==> src/rtl/aqp_ovl_console.sv <==
// Overlay console: turns an accepted byte stream into {attr, char} writes to the
// overlay text RAM, tracking a COLS x ROWS cursor and handling a small set of
// control codes (CR, LF, BS, FF). Reset triggers a clear of the full 1024-word RAM.
module aqp_ovl_console #(
  parameter int          COLS         = 40,
  parameter int          ROWS         = 25,
  parameter logic [7:0]  DEFAULT_ATTR = 8'hF0
) (
  input  logic        clk,
  input  logic        reset_n,
  input  logic [7:0]  in_data,
  input  logic        in_valid,
  output logic        in_ready,
  input  logic [7:0]  attr,
  input  logic        clear_req,
  output logic        busy,
  output logic [5:0]  cursor_x,
  output logic [4:0]  cursor_y,
  output logic [9:0]  ovl_text_addr,
  output logic [15:0] ovl_text_wrdata,
  output logic        ovl_text_wr
);

  localparam logic [5:0]  LAST_X  = 6'(COLS - 1);
  localparam logic [4:0]  LAST_Y  = 5'(ROWS - 1);
  localparam logic [9:0]  STRIDE  = 10'(COLS);
  // Clear counters run one past the last address; that extra cycle drops wr
  // before the block reopens, so in_ready rises only after the final write.
  localparam logic [10:0] SCR_END = 11'(COLS * ROWS);
  localparam logic [10:0] ALL_END = 11'd1024;

  typedef enum logic [1:0] {
    ST_CLR_ALL = 2'd0,
    ST_CLR_SCR = 2'd1,
    ST_IDLE    = 2'd2
  } state_t;

  state_t      state_reg, state_next;
  logic [10:0] cnt_reg, cnt_next;
  logic [5:0]  x_reg, x_next;
  logic [4:0]  y_reg, y_next;
  logic [9:0]  row_base_reg, row_base_next;   // y*COLS kept incrementally
  logic [7:0]  attr_lat_reg, attr_lat_next;
  logic        wr_reg, wr_next;
  logic [9:0]  addr_reg, addr_next;
  logic [15:0] data_reg, data_next;

  logic [9:0]  cell_addr;
  logic [4:0]  y_inc;
  logic [9:0]  row_base_inc;

  assign cell_addr    = row_base_reg + {4'd0, x_reg};
  assign y_inc        = (y_reg == LAST_Y) ? 5'd0  : y_reg + 5'd1;
  assign row_base_inc = (y_reg == LAST_Y) ? 10'd0 : row_base_reg + STRIDE;

  assign in_ready        = (state_reg == ST_IDLE) && !clear_req;
  assign busy            = (state_reg != ST_IDLE);
  assign cursor_x        = x_reg;
  assign cursor_y        = y_reg;
  assign ovl_text_addr   = addr_reg;
  assign ovl_text_wrdata = data_reg;
  assign ovl_text_wr     = wr_reg;

  // State and output registers; reset aborts any clear or stream in progress.
  always_ff @(posedge clk or negedge reset_n) begin
    if (!reset_n) begin
      state_reg    <= ST_CLR_ALL;
      cnt_reg      <= 11'd0;
      x_reg        <= 6'd0;
      y_reg        <= 5'd0;
      row_base_reg <= 10'd0;
      attr_lat_reg <= 8'd0;
      wr_reg       <= 1'b0;
      addr_reg     <= 10'd0;
      data_reg     <= 16'd0;
    end else begin
      state_reg    <= state_next;
      cnt_reg      <= cnt_next;
      x_reg        <= x_next;
      y_reg        <= y_next;
      row_base_reg <= row_base_next;
      attr_lat_reg <= attr_lat_next;
      wr_reg       <= wr_next;
      addr_reg     <= addr_next;
      data_reg     <= data_next;
    end
  end

  // Next-state logic: clear sequencing and byte decode.
  always_comb begin
    state_next    = state_reg;
    cnt_next      = cnt_reg;
    x_next        = x_reg;
    y_next        = y_reg;
    row_base_next = row_base_reg;
    attr_lat_next = attr_lat_reg;
    wr_next       = 1'b0;
    addr_next     = addr_reg;
    data_next     = data_reg;

    case (state_reg)
      ST_CLR_ALL: begin
        if (cnt_reg == ALL_END) begin
          state_next = ST_IDLE;
          cnt_next   = 11'd0;
        end else begin
          wr_next   = 1'b1;
          addr_next = cnt_reg[9:0];
          data_next = {DEFAULT_ATTR, 8'h20};
          cnt_next  = cnt_reg + 11'd1;
        end
      end

      ST_CLR_SCR: begin
        if (cnt_reg == SCR_END) begin
          state_next = ST_IDLE;
          cnt_next   = 11'd0;
        end else begin
          wr_next   = 1'b1;
          addr_next = cnt_reg[9:0];
          data_next = {attr_lat_reg, 8'h20};
          cnt_next  = cnt_reg + 11'd1;
        end
      end

      ST_IDLE: begin
        // clear_req wins over a simultaneous byte, which then stays pending.
        if (clear_req || (in_valid && in_data == 8'h0C)) begin
          state_next    = ST_CLR_SCR;
          cnt_next      = 11'd0;
          attr_lat_next = attr;
          x_next        = 6'd0;
          y_next        = 5'd0;
          row_base_next = 10'd0;
        end else if (in_valid) begin
          if (in_data >= 8'h20) begin
            wr_next   = 1'b1;
            addr_next = cell_addr;
            data_next = {attr, in_data};
            if (x_reg == LAST_X) begin
              x_next        = 6'd0;
              y_next        = y_inc;
              row_base_next = row_base_inc;
            end else begin
              x_next = x_reg + 6'd1;
            end
          end else if (in_data == 8'h0D) begin
            x_next = 6'd0;
          end else if (in_data == 8'h0A) begin
            y_next        = y_inc;
            row_base_next = row_base_inc;
          end else if (in_data == 8'h08) begin
            // Stepping back one cell is always cell-1, except at the origin.
            wr_next   = 1'b1;
            data_next = {attr, 8'h20};
            addr_next = (cell_addr == 10'd0) ? 10'd0 : cell_addr - 10'd1;
            if (x_reg != 6'd0) begin
              x_next = x_reg - 6'd1;
            end else if (y_reg != 5'd0) begin
              x_next        = LAST_X;
              y_next        = y_reg - 5'd1;
              row_base_next = row_base_reg - STRIDE;
            end
          end
        end
      end

      default: begin
        state_next = ST_CLR_ALL;
        cnt_next   = 11'd0;
      end
    endcase
  end

endmodule

==> config.mk <==
export PLATFORM = sky130hd
export DESIGN_NAME = aqp_ovl_console
export DESIGN_NICKNAME = d
export VERILOG_FILES = /design/src/rtl/aqp_ovl_console.sv
export SDC_FILE = /design/constraint.sdc
export NUM_CORES = 1
export LEC_CHECK = 0
export CORE_AREA = 2 2 111 113
export CTS_BUF_LIST = sky130_fd_sc_hd__clkbuf_8
export DETAILED_ROUTE_END_ITERATION = 6
export DIE_AREA = 0 0 113 115
export DONT_BUFFER_PORTS = 1
export HOLD_SLACK_MARGIN = 0.06
export PLACE_DENSITY_LB_ADDON = 0.2
export RECOVER_POWER = 100
export SLEW_MARGIN = 20
export SYNTH_ARGS = -nofsm -noshare
export SYNTH_HDL_FRONTEND = slang
export SYNTH_SLANG_ARGS = --single-unit
export TNS_END_PERCENT = 20
==> constraint.sdc <==
create_clock -name clk -period 2.35 [get_ports clk]
set_input_delay 0.235 -clock clk [delete_from_list [all_inputs] [get_ports clk]]
set_output_delay 0.235 -clock clk [all_outputs]
set_load 0.01 [all_outputs]
==> results of run 1 <==
[timing repair]
item	CTS	global route
pin swaps	21	18
endpoints found under the setup margin	18	26
resized for setup	13	31
buffers inserted	5	3
gates cloned	0	1
hold buffers	18	0
endpoints found under the hold margin	85	0
[kinds of logic (layout without fill, tap and decap cells)]
family                   count (synthesis)  count (layout)  share of synthesized area (%)
AO/OA/AOI/OAI                          179             179                           26.0
AND/OR/NAND/NOR                        176             176                           19.4
flip-flops                              69              69                           37.6
buffers and inverters                   58             144                           5.46
adder cells (fa/ha/maj)                 23              23                           6.44
XOR/XNOR                                16              16                           3.06
multiplexers                             8               8                           1.96
[synthesized netlist by cell type (all sizes together), types with 3 or more instances]
cell type | number | share of area (%)
dfrtp | 69 | 38
nor2 | 53 | 4.4
o21ai | 49 | 5.4
a21oi | 37 | 4.0
nand2 | 32 | 2.7
inv | 31 | 2.5
ha | 22 | 6.0
clkbuf | 19 | 1.6
nand3 | 17 | 1.9
nor3 | 16 | 2.1
a31oi | 13 | 1.8
a22oi | 12 | 2.0
and3 | 12 | 1.6
o31ai | 12 | 2.1
and2 | 8 | 1.1
buf | 8 | 1.3
mux2 | 8 | 2.0
nor2b | 8 | 1.1
xnor2 | 8 | 1.5
xor2 | 8 | 1.5
nand2b | 7 | 0.95
a211oi | 5 | 0.93
a32oi | 5 | 0.95
o211ai | 5 | 0.82
o21a | 5 | 0.98
nand4 | 4 | 0.55
nor4 | 4 | 0.68
o22ai | 4 | 0.55
or3 | 4 | 0.55
a311oi | 3 | 0.57
a41oi | 3 | 0.74
o21bai | 3 | 0.74
or2 | 3 | 0.41
[layout make-up]
class	count	share of cell area, %
multi-input cells	402	48.6
flip-flops and latches	69	29.4
repair buffers	98	13.4
well taps	147	3.13
clock buffers	11	2.58
inverters	31	2.02
clock inverters	4	0.830
[worst reg2reg max path: cells and delay by family, from the launching register on]
kind	cells	cell delay, ns
AO/OA/AOI/OAI	5	0.68
adder cells (fa/ha/maj)	2	0.55
flip-flops	1	0.43
buffers and inverters	2	0.31
XOR/XNOR	1	0.21
AND/OR/NAND/NOR	1	0.14
[power by group through the flow]
stage | logic [mW] | clock network (mW) | registers, mW
after CTS | 4.09 | 1.05 | 2.10
after global routing | 4.74 | 1.08 | 2.17
after floorplan | 2.46 | 0 | 2.11
after detailed placement | 3.86 | 0 | 2.12
final | 4.27 | 1.01 | 2.10
after global placement | 3.78 | 0 | 2.11
[cells in the final DEF (no fill, tap or decap), drive strengths merged, types with 4 or more instances in the layout]
cell,count
o21a,5
nor2,53
clkbuf,20
o22ai,4
a211oi,5
a21oi,37
dfrtp,69
inv,32
nand4,4
xor2,8
a32oi,5
o31ai,12
nand2,32
ha,22
and3,12
dlygate4sd3,17
nand3,17
nor3,16
a22oi,12
or3,4
o211ai,5
nor4,4
nor2b,8
o21ai,49
and2,8
a31oi,13
nand2b,7
buf,72
mux2,8
xnor2,8
[stage by stage]
step | TNS (ns) | hold slack, ns | power, mW | util, %
after floorplan | -0.215 | -0.0606 | 4.57 | -
after global placement | -0.959 | -0.0564 | 5.89 | 44.9
after detailed placement | -1.40 | -0.0562 | 5.98 | 44.9
after CTS | -0.619 | 0.0680 | 7.24 | 49.0
after global routing | -3.08 | 0.0782 | 7.99 | 49.7
final | -0.454 | 0.0845 | 7.39 | 49.7
[routing by layer]
layer / share of wire [%] / routed length, um / track usage, %
met2: 48 / 6230 / 33.3
met1: 45 / 5890 / 27.9
met3: 5.7 / 745 / 5.48
met5: 0 / 0 / 0
met4: 1.3 / 173 / 5.69
[path summary, 6_finish.rpt]
kind,depth (start not counted),end,slack [ns]
max,11,ovl_text_addr[2]$_DFFE_PN0P_,-0.08
min,2,ovl_text_wrdata[11]$_DFFE_PN0P_,0.08
max reg2reg,11,ovl_text_addr[2]$_DFFE_PN0P_,-0.08
min reg2reg,1,attr_lat_reg[7]$_DFFE_PN0P_,0.51
max in group asynchronous,2,cursor_x[0]$_DFFE_PN0P_,0.30
min in group asynchronous,2,ovl_text_addr[9]$_DFFE_PN0P_,0.91
==> out/results.md, run 1 <==
## Outcome
- **outcome** finished with violations
- **violated checks** DRC, capacitance limit, slew limit, setup timing

## Layout
- **proportion of layout cells with a drive suffix above 1** 23.4%
- **max reg flops** 16
- **number of nets in the layout** 654
- **Inserted Diodes** 0
- **Multi-input gate area** 0.00286 mm^2
- **count of filler cells inserted in the layout** 1111
- **Finished Layout Cells** 762
- **storage element area** 0.00173 mm^2
- **post-route cell area** 0.00588 mm^2
- **relative area change from synthesis to final layout** 28.1%

## Clocking
- **number of CTS-inserted buffers** 9
- **maximum level of the CTS H-tree** 3
- **insertion delay of the later-clocked pin in the worst-skew pair** 0.37 ns
- **clock sink total** 69
- **Clock Tree Root** clkbuf_8
- **clock tree from TritonCTS** yes
- **Longest Clk Path Bufs** 2
- **clock slew at reported path FFs** 0.08 ns

## Power and ir drop
- **switching part of the total** 44.9%
- **Peak supply drop** 0.000575 V
- **sequential group share of total power** 28.5%
- **static leakage power** 2.47 nW
- **Int Power** 4.07 mW
- **Comb power frac** 57.8%
- **net load switching power** 3.32 mW
- **clock network fraction of total power** 13.7%
- **Power Dens Cells** 1260 mW/mm^2

## Global route
- **GRT Residual Overflow** 0
- **pin count of the biggest net entering global routing** 70
- **number of global-route vias before repair** 4215
- **number of antenna violations at the first check in global routing** 0
- **wire length of the first global-routing pass** 21300 um
- **total routing resource utilization after global routing** 20.7%

## Worst setup path
- **Startpoint Class** register
- **delay contributed by the slowest stage of the critical path** 0.43 ns
- **WP data arrival** 2.68 ns
- **Critical Setup Path Class** reg -> reg
- **reg-to-reg critical path startpoint** cursor_x[0]$_DFFE_PN0P_
- **total buffers and inverters traversed by the critical path** 2
- **worst-path fanout max** 4
- **chain of cells forming the critical path** ha_4 -> fa_2 -> a21o_1 -> nand4_1 -> buf_4 -> a21oi_2 -> xnor2_2 -> a41oi_4 -> buf_6 -> a22oi_2 -> a21oi_1
- **Crit path required time** 2.60 ns
- **Worst setup startpoint** cursor_x[0]$_DFFE_PN0P_
- **CP Capture Type** register
- **Worst path top cell family by delay** compound AO/OA/AOI/OAI gates
- **standard cell with the maximum stage delay on the critical path** dfrtp_2

## Logic synthesis
- **count of flip-flops with a built-in enable after synthesis** 0
- **Syn Area/Cell** 8.67 um^2
- **synthesized instance count** 529
- **leading register cell type out of synthesis** dfrtp_1
- **post-synthesis net count** 572
- **netlist area before placement** 0.00459 mm^2
- **register bit count reported by yosys** 69
- **share of async-settable or async-resettable flops after synthesis** 100%
- **warnings from Yosys** 0
- **Yosys cell types** 72
- **portion of the post-synthesis area used by sequential elements** 37.6%

## Detailed routing
- **total wire length after detailed routing** 13000 um
- **Post-DRT Antenna Nets** 0
- **drt first pass iters** 7
- **first-iteration detailed-routing DRC count** 281
- **number of vias per cell after detailed routing** 5.70
- **via count** 4340
- **Avg WL per Cell** 17.1 um
- **DRC viols** 1

## STA
- **Fmax achieved** 0.412 GHz
- **post-route setup slack** -0.0786 ns
- **Slew headroom** -17.9%
- **crit share post-route** 103%
- **worst slew pin tran** 1.77 ns
- **final-report hold violation count** 0
- **Fin Clk Skew** 0.00836 ns
- **Finish-stage setup viols** 12
- **Final Max Tran Viols** 70
- **post-route minimum period** 2.43 ns
- **setup repair after global routing missed its margin** true

## Placement
- **number of buffer cells added on primary ports** 0
- **placed inst area** 0.00530 mm^2
- **minimum setup slack after placement** -0.152 ns
- **number of cells in the design after placement** 720
- **HPWL after detailed placement** 9540 um
- **gpl congestion** 0.875

## Floorplan
- **vertical extent of the die** 115 um
- **width of the die** 113 um
- **ports placed on the boundary** 60
- **starting density of the core** 38.8%
- **std cell rows** 40
- **area of the die** 0.0130 mm^2
- **standard cell core area** 0.0118 mm^2

## Min path
- **Hold Path Origin** attr[3]
- **Min-Delay Path Class** in -> reg

## Job
- **number of max-capacitance violations reported** 1

No activity file was read; power rests on OpenSTA's default activity.
==> run 2: changes to the inputs <==
- CORE_AREA: 2 2 111 113 -> 8 8 117 119
- DIE_AREA: 0 0 113 115 -> 0 0 125 127
- clock period: 2.35 -> 2.24 ns (I/O delays scaled with it)
==> run 2 against run 1 <==
The flow finishes with violations (capacitance limit, slew limit, setup timing). Hold slack got worse by 0.012 ns. Fmax fell by 4.8%. Combinational power rose by 6.1%. First-iteration DRC count rose by 20%. Flip-flop and latch count did not move. Clock skew rose by 0.0013 ns. Largest cell class unchanged. Largest power group unchanged.
==> out/results.md, run 2 (synthesis gave the netlist of run 1 again) <==
## Detailed routing
- **first-iteration detailed-routing DRC count** 336, was 281
- **number of vias per cell after detailed routing** 5.68, was 5.70
- **Post-DRT Antenna Nets** 0, unchanged
- **via count** 4419, was 4340
- **drt first pass iters** 5, was 7
- **total wire length after detailed routing** 13500 um, was 13000 um
- **Avg WL per Cell** 17.3 um, was 17.1 um
- **DRC viols** 0, was 1

## Outcome
- **violated checks** capacitance limit, slew limit, setup timing, was DRC, capacitance limit, slew limit, setup timing
- **outcome** finished with violations, unchanged

## Worst setup path
- **CP Capture Type** register, unchanged
- **total buffers and inverters traversed by the critical path** 1, was 2
- **Critical Setup Path Class** reg -> reg, unchanged
- **delay contributed by the slowest stage of the critical path** 0.43 ns, about the same
- **path depth of the worst reg2reg path** 10, was 11
- **Worst path top cell family by delay** compound AO/OA/AOI/OAI gates, unchanged
- **chain of cells forming the critical path** ha_4 -> fa_2 -> a21o_1 -> nand4_1 -> o31ai_1 -> a211o_2 -> a41oi_4 -> buf_4 -> a22oi_2 -> a21oi_1, was ha_4 -> fa_2 -> a21o_1 -> nand4_1 -> buf_4 -> a21oi_2 -> xnor2_2 -> a41oi_4 -> buf_6 -> a22oi_2 -> a21oi_1
- **standard cell with the maximum stage delay on the critical path** dfrtp_2, unchanged
- **WP data arrival** 2.84 ns, was 2.68 ns
- **Startpoint Class** register, unchanged
- **number of stages on the worst setup path** 10, was 11
- **Crit path required time** 2.53 ns, was 2.60 ns
- **worst-path fanout max** 5, was 4

## Floorplan
- **starting density of the core** 38.8%, unchanged
- **width of the die** 125 um, was 113 um
- **std cell rows** 40, unchanged
- **standard cell core area** 0.0118 mm^2, unchanged
- **vertical extent of the die** 127 um, was 115 um
- **area of the die** 0.0159 mm^2, was 0.0130 mm^2
- **ports placed on the boundary** 60, unchanged

## Clocking
- **insertion delay of the later-clocked pin in the worst-skew pair** 0.37 ns, about the same
- **maximum level of the CTS H-tree** 3, unchanged
- **Longest Clk Path Bufs** 2, unchanged
- **clock tree from TritonCTS** yes, unchanged
- **number of CTS-inserted buffers** 9, unchanged
- **clock slew at reported path FFs** 0.07 ns, was 0.08 ns
- **clock sink total** 69, unchanged
- **Clock Tree Root** clkbuf_8, unchanged

## Placement
- **minimum setup slack after placement** -0.285 ns, was -0.152 ns
- **placed inst area** 0.00543 mm^2, was 0.00530 mm^2
- **gpl congestion** 0.870, was 0.875
- **HPWL after detailed placement** 9830 um, was 9540 um
- **number of buffer cells added on primary ports** 0, unchanged

## Global route
- **total routing resource utilization after global routing** 17.1%, was 20.7%
- **wire length of the first global-routing pass** 22000 um, was 21300 um
- **pin count of the biggest net entering global routing** 70, unchanged
- **number of global-route vias before repair** 4229, was 4215
- **GRT Residual Overflow** 0, unchanged
- **number of antenna violations at the first check in global routing** 0, unchanged

## Min path
- **Min-Delay Path Class** in -> reg, unchanged
- **instance count along the most critical hold path** 2, unchanged

## STA
- **Final Max Tran Viols** 70, unchanged
- **final-report hold violation count** 0, unchanged
- **worst slew pin tran** 1.58 ns, was 1.77 ns
- **Slew headroom** -5.43%, was -17.9%
- **post-route setup slack** -0.310 ns, was -0.0786 ns
- **setup repair after global routing missed its margin** true, unchanged
- **Finish-stage setup viols** 15, was 12
- **post-route minimum period** 2.55 ns, was 2.43 ns
- **crit share post-route** 114%, was 103%
- **Fin Clk Skew** 0.00971 ns, was 0.00836 ns
- **Fmax achieved** 0.392 GHz, was 0.412 GHz

## Power and ir drop
- **Peak supply drop** 0.000662 V, was 0.000575 V
- **Comb power frac** 57.6%, was 57.8%
- **static leakage power** 2.55 nW, was 2.47 nW
- **Int Power** 4.34 mW, was 4.07 mW
- **net load switching power** 3.52 mW, was 3.32 mW
- **switching part of the total** 44.7%, was 44.9%
- **Power Dens Cells** 1320 mW/mm^2, was 1260 mW/mm^2
- **clock network fraction of total power** 14.3%, was 13.7%
- **sequential group share of total power** 28.0%, was 28.5%

## Layout
- **number of nets in the layout** 669, was 654
- **post-route cell area** 0.00597 mm^2, was 0.00588 mm^2
- **leading cell types in the layout, fill and taps excluded** 84 x buf_4, 66 x dfrtp_1, 51 x nor2_1, was 67 x dfrtp_1, 65 x buf_4, 51 x nor2_1
- **most common cell after layout, fill and taps aside** buf_4, was dfrtp_1
- **Inserted Diodes** 0, unchanged
- **relative area change from synthesis to final layout** 30.2%, was 28.1%
- **proportion of layout cells with a drive suffix above 1** 24.2%, was 23.4%
- **max reg flops** 16, unchanged

## Job
- **number of max-capacitance violations reported** 1, unchanged

-- run 2: worst paths after layout --
path                                        startpoint                        endpoint  slack, ns
hold / removal                                 attr[0]  ovl_text_wrdata[8]$_DFFE_PN0P_       0.07
min in group asynchronous                      reset_n     row_base_reg[8]$_DFFE_PN0P_       0.81
setup reg to reg               cursor_x[0]$_DFFE_PN0P_    ovl_text_addr[2]$_DFFE_PN0P_      -0.31
max in group asynchronous                      reset_n         cursor_x[0]$_DFFE_PN0P_       0.36
setup / recovery               cursor_x[0]$_DFFE_PN0P_    ovl_text_addr[2]$_DFFE_PN0P_      -0.31
hold reg to reg            attr_lat_reg[6]$_DFFE_PN0P_     attr_lat_reg[6]$_DFFE_PN0P_       0.51
-- run 2: what timing repair did --
item / CTS / global route
gates resized for setup: 9 / 17
endpoints found under the hold margin: 87 / 0
pin swaps: 15 / 10
setup endpoints to repair: 24 / 39
hold buffers: 18 / 0
buffers inserted: 1 / 5
gates cloned: 1 / 0
-- run 2: worst reg2reg max path, cell delays in order (launching register included) --
cell and delay, ns:
dfrtp_2 0.43, ha_4 0.17, fa_2 0.39, a21o_1 0.21, nand4_1 0.16, o31ai_1 0.11
a211o_2 0.37, a41oi_4 0.30, buf_4 0.16, a22oi_2 0.04, a21oi_1 0.14
-- run 2: power groups by stage --
stage          Sequential (mW)  Clock, mW  Combinational [mW]
2_1_floorplan             2.22          0                2.59
3_3_place_gp              2.22          0                4.16
3_5_place_dp              2.21          0                4.23
4_1_cts                   2.20       1.16                4.41
5_1_grt                   2.27       1.21                5.02
6_report                  2.20       1.13                4.53
-- run 2: metrics by stage --
step | hold WS, ns | total power [mW] | std cells | TNS [ns] | util, %
final | 0.0729 | 7.86 | 778 | -2.47 | 50.6
after global routing | 0.0711 | 8.50 | 778 | -5.13 | 50.6
after CTS | 0.0614 | 7.77 | 773 | -1.90 | 49.9
after detailed placement | -0.0668 | 6.44 | 737 | -2.98 | 46.0
after global placement | -0.0673 | 6.37 | 737 | -2.33 | 46.0
after floorplan | -0.0716 | 4.81 | 529 | -1.95 | -
-- run 2: per-layer routing --
| metal | wire length [um] | vias up | track usage, % |
|---|---|---|---|
| met4 | 194 | 0 | 5.95 |
| met5 | 0 | - | 0 |
| met2 | 6400 | 123 | 27.5 |
| li1 | - | 2128 | - |
| met3 | 875 | 17 | 4.53 |
| met1 | 6030 | 2151 | 21.9 |
-- run 2: layout make-up --
class | count | area, um^2
multi-input cells | 403 | 2870
well taps | 147 | 184
repair buffers | 112 | 867
inverters | 31 | 116
flip-flops and latches | 69 | 1730
fillers | 1115 | 5840
clock inverters | 7 | 83.8
clock buffers | 9 | 124
==> run 3: changes to the inputs <==
- clock period: 2.24 -> 2.6 ns (I/O delays scaled with it)
==> run 3 against run 2 <==
The flow finishes with violations (capacitance limit, slew limit). Count of clock-buffer cells in the layout is 1 higher. Flip-flop and latch count stayed put. Via count is 2.1% lower. Total power is 19% lower. Utilization is 3.5 points lower. First-iteration DRC count is 13% lower. Combinational power is 24% lower. Worst setup slack better by 0.32 ns. Non-clock buffer count is 42 lower. Hold slack better by 0.044 ns. Largest power group unchanged.
==> out/results.md, run 3 (synthesis gave the netlist of run 1 again) <==
## Outcome
- **outcome** finished with violations, unchanged
- **violated checks** capacitance limit, slew limit, was capacitance limit, slew limit, setup timing

## Layout
- **proportion of layout cells with a drive suffix above 1** 17.0%, was 24.2%
- **Inserted Diodes** 0, unchanged
- **post-layout utilization of the core** 47.1%, was 50.6%
- **most common cell after layout, fill and taps aside** dfrtp_1, was buf_4
- **count of filler cells inserted in the layout** 1134, was 1115
- **number of nets in the layout** 627, was 669
- **leading cell types in the layout, fill and taps excluded** 69 x dfrtp_1, 51 x nor2_1, 46 x o21ai_0, was 84 x buf_4, 66 x dfrtp_1, 51 x nor2_1
- **max reg flops** 16, unchanged
- **relative area change from synthesis to final layout** 21.2%, was 30.2%

## Worst setup path
- **Crit path required time** 2.83 ns, was 2.53 ns
- **worst-path fanout max** 5, unchanged
- **WP data arrival** 2.82 ns, was 2.84 ns
- **CP Capture Type** register, unchanged
- **Critical Setup Path Class** reg -> reg, unchanged
- **Startpoint Class** register, unchanged

## STA
- **Min Hold Slack** 0.117 ns, was 0.0729 ns
- **Fmax achieved** 0.386 GHz, was 0.392 GHz
- **post-route minimum period** 2.59 ns, was 2.55 ns
- **total negative setup slack** 0 ns, was -2.47 ns
- **Finish-stage setup viols** 0, was 15
- **Final Max Tran Viols** 70, unchanged
- **Fin Clk Skew** 0.0118 ns, was 0.00971 ns
- **Slew headroom** -14.2%, was -5.43%
- **worst slew pin tran** 1.71 ns, was 1.58 ns
- **crit share post-route** 99.5%, was 114%
- **final-report hold violation count** 0, unchanged

## Floorplan
- **standard cell core area** 0.0118 mm^2, unchanged
- **ports placed on the boundary** 60, unchanged
- **starting density of the core** 38.8%, unchanged
- **area of the die** 0.0159 mm^2, unchanged
- **vertical extent of the die** 127 um, unchanged
- **width of the die** 125 um, unchanged
- **std cell rows** 40, unchanged

## Detailed routing
- **Post-DRT Antenna Nets** 0, unchanged
- **total wire length after detailed routing** 13000 um, was 13500 um
- **drt first pass iters** 5, unchanged
- **DRC viols** 0, unchanged
- **via count** 4328, was 4419
- **number of vias per cell after detailed routing** 5.89, was 5.68
- **first-iteration detailed-routing DRC count** 292, was 336
- **Avg WL per Cell** 17.7 um, was 17.3 um

## Global route
- **total routing resource utilization after global routing** 16.4%, was 17.1%
- **number of antenna violations at the first check in global routing** 0, unchanged
- **pin count of the biggest net entering global routing** 70, unchanged
- **GRT Residual Overflow** 0, unchanged
- **number of global-route vias before repair** 4063, was 4229
- **wire length of the first global-routing pass** 21300 um, was 22000 um

## Clocking
- **clock sink total** 69, unchanged
- **maximum level of the CTS H-tree** 3, unchanged
- **clock slew at reported path FFs** 0.08 ns, was 0.07 ns
- **insertion delay of the later-clocked pin in the worst-skew pair** 0.36 ns, was 0.37 ns
- **number of CTS-inserted buffers** 9, unchanged
- **Longest Clk Path Bufs** 2, unchanged
- **clock tree from TritonCTS** yes, unchanged
- **Clock Tree Root** clkbuf_8, unchanged

## Placement
- **number of buffer cells added on primary ports** 0, unchanged
- **HPWL after detailed placement** 9360 um, was 9830 um
- **gpl congestion** 0.835, was 0.870

## Power and ir drop
- **post-layout total power** 6.36 mW, was 7.86 mW
- **static leakage power** 2.33 nW, was 2.55 nW
- **Power Dens Cells** 1140 mW/mm^2, was 1320 mW/mm^2
- **Peak supply drop** 0.000531 V, was 0.000662 V

## Min path
- **Min-Delay Path Class** in -> reg, unchanged

## Job
- **number of max-capacitance violations reported** 1, unchanged

-- run 3: what timing repair did --
action	4_1_cts	5_1_grt
endpoints found under the hold margin	84	0
gates cloned	1	0
hold buffers	17	0
resized for setup	3	22
setup endpoints to repair	10	13
pin swaps	2	10
buffers inserted	0	7
-- run 3: report_power, final --
group	switching [mW]	internal, mW
logic	2.09	1.38
registers	0.411	1.47
clock network	0.452	0.564
total	2.95	3.41
-- run 3: cell type report --
cell class / count / area, um^2 / area share (%)
multi-input combinational: 403 / 2760 / 49.6
sequential: 69 / 1730 / 31.0
timing repair buffer: 70 / 552 / 9.92
tap: 147 / 184 / 3.31
clock buffer: 10 / 138 / 2.47
inverter: 31 / 116 / 2.09
clock inverter: 5 / 85.1 / 1.53
-- run 3: metal layers --
metal | vias to the layer above | track usage [%] | share of wire, %
met5 | - | 0 | 0
met4 | 0 | 4.44 | 1.5
met3 | 23 | 4.78 | 6.5
met2 | 115 | 27.2 | 49
met1 | 2134 | 20.3 | 43
li1 | 2056 | - | -
-- run 3: path summary, 6_finish.rpt --
path | start | to | slack, ns | cells past startpoint
setup / recovery | cursor_x[4]$_DFFE_PN0P_ | ovl_text_addr[1]$_DFFE_PN0P_ | 0.01 | 9
hold / removal | attr[0] | ovl_text_wrdata[8]$_DFFE_PN0P_ | 0.12 | 2
setup reg to reg | cursor_x[4]$_DFFE_PN0P_ | ovl_text_addr[1]$_DFFE_PN0P_ | 0.01 | 9
hold reg to reg | cnt_reg[10]$_DFFE_PN0P_ | cnt_reg[10]$_DFFE_PN0P_ | 0.50 | 1
max in group asynchronous | reset_n | cursor_x[2]$_DFFE_PN0P_ | 0.66 | 2
min in group asynchronous | reset_n | cnt_reg[4]$_DFFE_PN0P_ | 0.90 | 2
-- run 3: metrics by stage --
step / setup WS [ns] / instances / cell area, um^2
floorplan: -0.0380 / 529 / 4590
global placement: -0.0741 / 695 / 5030
detailed placement: -0.105 / 695 / 5030
CTS: -0.000631 / 728 / 5460
global route: -0.0894 / 735 / 5560
finish: 0.0124 / 735 / 5560
-- run 3: critical path, cell delays in order, from the launching register on --
cell and delay (ns):
dfrtp_1 0.39, ha_1 0.31, or3_1 0.44, a2111oi_4 0.40
a21oi_2 0.07, nor3_2 0.21, buf_4 0.18, a41oi_4 0.18
o211ai_1 0.16, a31oi_1 0.11
